===== src/rtl/genesis_pad_reader_if.sv =====
// Pad-side pins and console-side results of the Genesis pad reader, bundled as one port.
// Latency: none (wires only).
// Backpressure: none; every result is a pulse or level the consumer must take as it comes.
// Ports: pin0/1/2/3/5/8 pad data (active-low), pin6 pad select,
//        buttons/pressed/valid/connected results, curr FSM debug code.
interface genesis_pad_reader_if;
  logic       pin0;
  logic       pin1;
  logic       pin2;
  logic       pin3;
  logic       pin5;
  logic       pin8;
  logic       pin6;
  logic [7:0] buttons;
  logic [7:0] pressed;
  logic       valid;
  logic       connected;
  logic [3:0] curr;

  // Reader side: samples the pad and produces results.
  modport master (
    input  pin0, pin1, pin2, pin3, pin5, pin8,
    output pin6, buttons, pressed, valid, connected, curr
  );

  // Pad plus console side: drives the data pins and consumes results.
  modport slave (
    output pin0, pin1, pin2, pin3, pin5, pin8,
    input  pin6, buttons, pressed, valid, connected, curr
  );
endinterface


===== src/rtl/genesis_pad_reader.sv =====
// Scans a 3-button Genesis pad in two select phases, debounces across polls, reports buttons.
// Latency: poll tick to valid pulse is 2*SETTLE_CYCLES+4 clk cycles.
// Backpressure: none; valid/pressed are single-cycle pulses once per POLL_DIV cycles.
// Ports: clk, reset (sync, active-high); bus (master modport):
//   pin0..pin8 pad data in, pin6 select out, buttons/pressed/valid/connected/curr out.
module genesis_pad_reader #(
  parameter int POLL_DIV      = 833333,
  parameter int SETTLE_CYCLES = 64,
  parameter int DEBOUNCE_N    = 2
) (
  input logic                  clk,
  input logic                  reset,
  genesis_pad_reader_if.master bus
);

  localparam int TW = (POLL_DIV > 1) ? $clog2(POLL_DIV) : 1;
  localparam int SW = $clog2(SETTLE_CYCLES + 1);
  localparam int DW = $clog2(DEBOUNCE_N + 1);

  typedef enum logic [3:0] {
    IDLE      = 4'd0,
    SETTLE_HI = 4'd1,
    SAMPLE_HI = 4'd2,
    SETTLE_LO = 4'd3,
    SAMPLE_LO = 4'd4,
    UPDATE    = 4'd5
  } state_t;

  state_t        state;
  logic [TW-1:0] timer;
  logic          tick;
  logic [SW-1:0] settle_cnt;
  logic [5:0]    sync1;
  logic [5:0]    sync2;
  logic [5:0]    hi;     // {pin8,pin5,pin3,pin2,pin1,pin0} with select high
  logic [3:0]    lo;     // {pin8,pin5,pin3,pin2} with select low
  logic          det;
  logic [7:0]    raw;
  logic [7:0]    cand;
  logic [DW-1:0] cnt;
  logic [7:0]    cand_next;
  logic [DW-1:0] cnt_next;
  logic [7:0]    new_buttons;
  logic          pin6_q;
  logic [7:0]    buttons_q;
  logic [7:0]    pressed_q;
  logic          valid_q;
  logic          connected_q;

  // Two-flop synchronizers; idle-high so a reset looks like a released pad.
  always_ff @(posedge clk) begin
    if (reset) begin
      sync1 <= '1;
      sync2 <= '1;
    end else begin
      sync1 <= {bus.pin8, bus.pin5, bus.pin3, bus.pin2, bus.pin1, bus.pin0};
      sync2 <= sync1;
    end
  end

  // Free-running poll timer; tick marks its last value.
  assign tick = (timer == TW'(POLL_DIV - 1));

  always_ff @(posedge clk) begin
    if (reset) begin
      timer <= '0;
    end else if (tick) begin
      timer <= '0;
    end else begin
      timer <= timer + TW'(1);
    end
  end

  // A real pad pulls Left/Right low while select is low; absence means unplugged.
  assign det = ~lo[1] & ~lo[0];
  assign raw = det ? {~lo[3], ~hi[5], ~hi[4], ~lo[2], ~hi[3], ~hi[2], ~hi[1], ~hi[0]}
                   : 8'h00;

  // Debounce: count identical polls, saturating at DEBOUNCE_N.
  always_comb begin
    cand_next = cand;
    cnt_next  = cnt;
    if (raw == cand) begin
      if (cnt != DW'(DEBOUNCE_N)) begin
        cnt_next = cnt + DW'(1);
      end
    end else begin
      cand_next = raw;
      cnt_next  = DW'(1);
    end
    new_buttons = (cnt_next == DW'(DEBOUNCE_N)) ? cand_next : buttons_q;
  end

  always_ff @(posedge clk) begin
    if (reset) begin
      state       <= IDLE;
      settle_cnt  <= '0;
      hi          <= '1;
      lo          <= '1;
      cand        <= '0;
      cnt         <= '0;
      pin6_q      <= 1'b1;
      buttons_q   <= '0;
      pressed_q   <= '0;
      valid_q     <= 1'b0;
      connected_q <= 1'b0;
    end else begin
      valid_q   <= 1'b0;
      pressed_q <= '0;
      case (state)
        IDLE: begin
          pin6_q <= 1'b1;
          if (tick) begin
            state      <= SETTLE_HI;
            settle_cnt <= '0;
          end
        end
        SETTLE_HI: begin
          if (settle_cnt == SW'(SETTLE_CYCLES - 1)) begin
            state <= SAMPLE_HI;
          end else begin
            settle_cnt <= settle_cnt + SW'(1);
          end
        end
        SAMPLE_HI: begin
          hi         <= sync2;
          pin6_q     <= 1'b0;
          settle_cnt <= '0;
          state      <= SETTLE_LO;
        end
        SETTLE_LO: begin
          if (settle_cnt == SW'(SETTLE_CYCLES - 1)) begin
            state <= SAMPLE_LO;
          end else begin
            settle_cnt <= settle_cnt + SW'(1);
          end
        end
        SAMPLE_LO: begin
          lo     <= sync2[5:2];
          pin6_q <= 1'b1;
          state  <= UPDATE;
        end
        UPDATE: begin
          cand        <= cand_next;
          cnt         <= cnt_next;
          buttons_q   <= new_buttons;
          pressed_q   <= new_buttons & ~buttons_q;
          connected_q <= det;
          valid_q     <= 1'b1;
          state       <= IDLE;
        end
        default: begin
          pin6_q <= 1'b1;
          state  <= IDLE;
        end
      endcase
    end
  end

  assign bus.pin6      = pin6_q;
  assign bus.buttons   = buttons_q;
  assign bus.pressed   = pressed_q;
  assign bus.valid     = valid_q;
  assign bus.connected = connected_q;
  assign bus.curr      = state;

endmodule


===== src/flat_wrapper.sv =====
// flat-port wrapper written by rule: the top's interface ports become plain ports
module genesis_pad_reader_flat 
#(
  parameter int POLL_DIV      = 833333,
  parameter int SETTLE_CYCLES = 64,
  parameter int DEBOUNCE_N    = 2
)
  (clk, reset, bus_pin0, bus_pin1, bus_pin2, bus_pin3, bus_pin5, bus_pin8, bus_pin6, bus_buttons, bus_pressed, bus_valid, bus_connected, bus_curr);
  genesis_pad_reader_if bus_i ();
  input logic clk;
  input logic reset;
  input wire logic [$bits(bus_i.pin0)-1:0] bus_pin0;
  input wire logic [$bits(bus_i.pin1)-1:0] bus_pin1;
  input wire logic [$bits(bus_i.pin2)-1:0] bus_pin2;
  input wire logic [$bits(bus_i.pin3)-1:0] bus_pin3;
  input wire logic [$bits(bus_i.pin5)-1:0] bus_pin5;
  input wire logic [$bits(bus_i.pin8)-1:0] bus_pin8;
  output wire logic [$bits(bus_i.pin6)-1:0] bus_pin6;
  output wire logic [$bits(bus_i.buttons)-1:0] bus_buttons;
  output wire logic [$bits(bus_i.pressed)-1:0] bus_pressed;
  output wire logic [$bits(bus_i.valid)-1:0] bus_valid;
  output wire logic [$bits(bus_i.connected)-1:0] bus_connected;
  output wire logic [$bits(bus_i.curr)-1:0] bus_curr;
  assign bus_i.pin0 = bus_pin0;
  assign bus_i.pin1 = bus_pin1;
  assign bus_i.pin2 = bus_pin2;
  assign bus_i.pin3 = bus_pin3;
  assign bus_i.pin5 = bus_pin5;
  assign bus_i.pin8 = bus_pin8;
  assign bus_pin6 = bus_i.pin6;
  assign bus_buttons = bus_i.buttons;
  assign bus_pressed = bus_i.pressed;
  assign bus_valid = bus_i.valid;
  assign bus_connected = bus_i.connected;
  assign bus_curr = bus_i.curr;
  genesis_pad_reader #(.POLL_DIV(POLL_DIV), .SETTLE_CYCLES(SETTLE_CYCLES), .DEBOUNCE_N(DEBOUNCE_N)) u_core (.clk(clk), .reset(reset), .bus(bus_i));
endmodule

===== config.mk =====
export PLATFORM = sky130hd
export DESIGN_NAME = genesis_pad_reader_flat
export DESIGN_NICKNAME = d
export VERILOG_FILES = /design/src/rtl/genesis_pad_reader_if.sv /design/src/rtl/genesis_pad_reader.sv /design/src/flat_wrapper.sv
export SDC_FILE = /design/constraint.sdc
export NUM_CORES = 1
export LEC_CHECK = 0
export CAP_MARGIN = 20
export CORE_MARGIN = 4
export CORE_UTILIZATION = 60
export CTS_CLUSTER_SIZE = 24
export DETAILED_ROUTE_END_ITERATION = 10
export GPL_ROUTABILITY_DRIVEN = 0
export HOLD_SLACK_MARGIN = 0.03
export PLACE_DENSITY = 0.84
export SYNTH_ARGS = -nofsm -noshare
export SYNTH_HDL_FRONTEND = slang
export SYNTH_SLANG_ARGS = --single-unit
export TNS_END_PERCENT = 1

===== constraint.sdc =====
create_clock -name clk -period 4.3 [get_ports clk]
set_input_delay 1.29 -clock clk [delete_from_list [all_inputs] [get_ports clk]]
set_output_delay 1.29 -clock clk [all_outputs]
set_load 0.005 [all_outputs]

==> out/metrics.csv <==
metric,value,unit
Peak Freq,346,MHz
total global routing overflow,0,
min cycle time layout,2.89,ns
CP required,3.01,ns
Hold WS,0.417,ns
Setup Skew,0.0129,ns
WL/cell,14.1,um
Register Area,1620,sq um
Max Cap Viol,0,
Buf/Inv on CP,1,
Final Hold Vio Count,0,
DR iter-0 viols,220,
row cnt,27,
Via Count,2730,
worst vdd ir,247,uV
Top Metal Used,met4,
Filler cells,411,
worst min path class,reg -> reg,
Synth Register Bits,81,
vias in the first global route,2644,
total nets after synthesis,393,
PwrDens,363,nW/um^2
"commonest non-fill, non-tap cells in the layout","dfxtp_1 (81), nor2_1 (42), clkdlybuf4s50_1 (29)",
worst endpoint data arrival time,1.60,ns
core area,5510,sq um
Post-Synth XOR/XNOR Area,0.0595,
clk slew on worst S/H paths,0.09,ns
largest family of logic cells by synthesized area,simple AND/OR/NAND/NOR gates,
"FFs w/ async S/R, synth",0,
Syn Std Cell Area,3390,sq um
P_leak,1.32,nW
clk_lat worst skew,0.36,ns
n_diodes,0,
status,"complete, no violations",
"Cell Chain, Critical Path",clkdlybuf4s50_1,
Sum Neg Setup Slack,0,ns
Die Footprint,6910,sq um
Vias/cell,5.69,
first-pass GRT wire length,11800,um
Synth cell types,44,
DRC,0,
Mapped Cells,381,
Clock Root Buffer,clkbuf_8,
Synth Flop Type,dfxtp_1,
Reg2Reg Depth,5,
Resize count post-CTS,0,
share of layout cells above drive strength 1,0.0956,
Slew @ Worst Pin,1.08,ns
die width,83.1,um
die span in y,83.1,um
initial antenna violation count,0,
RSZ-0062 raised after global routing,no,
htree depth,3,
NumNets Final,415,
hold buffers post-CTS,0,
"commonest non-fill, non-tap cell in the layout",dfxtp_1,
Port-buffer cells,29,
Syn-to-layout area delta,16.1,%
CP Depth,1,
area of the multi-input gates,1630,sq um
CTS Buf Count,9,
"CP delay by family, top",flip-flops,
worst hold path depth,1,
post-synthesis compound-gate area fraction,0.0979,
internal reg-to-reg setup slack,1.76,ns
Initial DRT Pass Iterations,4,
gr usage total,0.206,
WL final,6780,um
pin count of the biggest net entering global routing,29,
post-synthesis mux area share,0.0207,
slowest CP cell,dfxtp_1,
Synth Warn #,0,
Max clock buf depth,2,
mean post-synth cell area,8.89,sq um
met1 wire length,3060,um
final setup vio count,0,
CTS tree,yes,
initial core utilization,0.615,
simple-gate area share of the yosys netlist,0.288,
clock sink total,81,
total setup buffers inserted after CTS,0,
peak per-stage delay on the critical path,0.64,ns
metal3 WL,317,um
slew margin rel.,0.278,
max-slew violation count,0,
Worst Setup End Kind,primary output,
Final HPWL DP,4620,um
worst-path fanout max,16,
Ports,31,
Adder-Cell Fraction of Synth Area,0.0148,
Post-synth EDFFs,0,
CP Class,reg -> out,
Final ANT Viol Nets,0,
part of the cycle the worst path needs,0.672,
Startpoint Class,flop,
register area share after synthesis,0.479,
WL met2,3300,um
==> power breakdown <==
part / total [mW] / switching (mW) / internal (mW)
registers: 0.762 / 0.00472 / 0.757
clock network: 0.636 / 0.297 / 0.340
logic: 0.0293 / 0.0156 / 0.0137
==> flip-flops by register name, indices dropped and copies added, names as in the netlist <==
signal and flops:
u_core.bus.buttons 8, u_core.bus.connected 1, u_core.bus.curr 3, u_core.bus.pin6 1, u_core.bus.pressed 8, u_core.bus.valid 1
u_core.cand 8, u_core.cnt 2, u_core.hi 6, u_core.lo 4, u_core.settle_cnt 7, u_core.sync1 6
u_core.sync2 6, u_core.timer 20
==> cells by family after synthesis <==
group | after synthesis
simple gates | 183
flops | 81
compound gates | 49
buf+inv | 33
xor+xnor | 23
mux | 7
fa+ha+maj | 4
other cells | 1
==> layout make-up <==
type | count | area share
multi-input cells | 267 | 0.415
well taps | 72 | 0.0229
inverters | 12 | 0.0115
clock buffers | 9 | 0.0315
repair buffers | 32 | 0.0795
clock inverters | 7 | 0.0274
flip-flops and latches | 81 | 0.412
==> metal layers <==
layer | GRT usage | vias up
li1 | - | 1372
met1 | 0.249 | 1282
met2 | 0.338 | 63
met3 | 0.0595 | 13
met4 | 0.0981 | 0
met5 | 0 | -
==> synthesized netlist by cell type, drive strengths merged (3+ instances only) <==
master / number / share of area
nand4: 9 / 0.017
or2: 16 / 0.030
inv: 12 / 0.013
nor2b: 12 / 0.022
or4b: 5 / 0.015
ha: 4 / 0.015
o21ai: 4 / 0.0059
nand2: 26 / 0.029
xnor2: 13 / 0.034
nand3: 19 / 0.028
xor2: 10 / 0.026
nand2b: 4 / 0.0074
a21oi: 19 / 0.028
mux2i: 7 / 0.021
and3: 4 / 0.0074
o31ai: 4 / 0.0089
or4: 4 / 0.0089
o2bb2ai: 7 / 0.018
a211oi: 5 / 0.011
dfxtp: 81 / 0.48
nor4b: 3 / 0.0078
nor4: 5 / 0.011
clkbuf: 19 / 0.021
nor3: 24 / 0.035
nor2: 42 / 0.047
==> path summary, 6_finish.rpt <==
path,start,to
setup / recovery,u_core.bus.curr[2],bus_curr[2]
hold reg to reg,u_core.sync1[3],u_core.sync2[3]
setup reg to reg,u_core.lo[0],u_core.bus.pressed[2]
hold / removal,u_core.sync1[3],u_core.sync2[3]
==> per-stage QoR <==
step	std cells	setup slack, ns	area [sq um]	util	total power, mW
floorplan	381	2.01	3390	-	0.797
global placement	464	1.22	3700	0.672	0.807
detailed placement	464	1.12	3700	0.672	0.808
CTS	480	1.43	3930	0.714	1.44
global route	480	1.32	3930	0.714	1.47
finish	480	1.41	3930	0.714	1.43
Note: power is estimated with default switching activity, not from simulation.
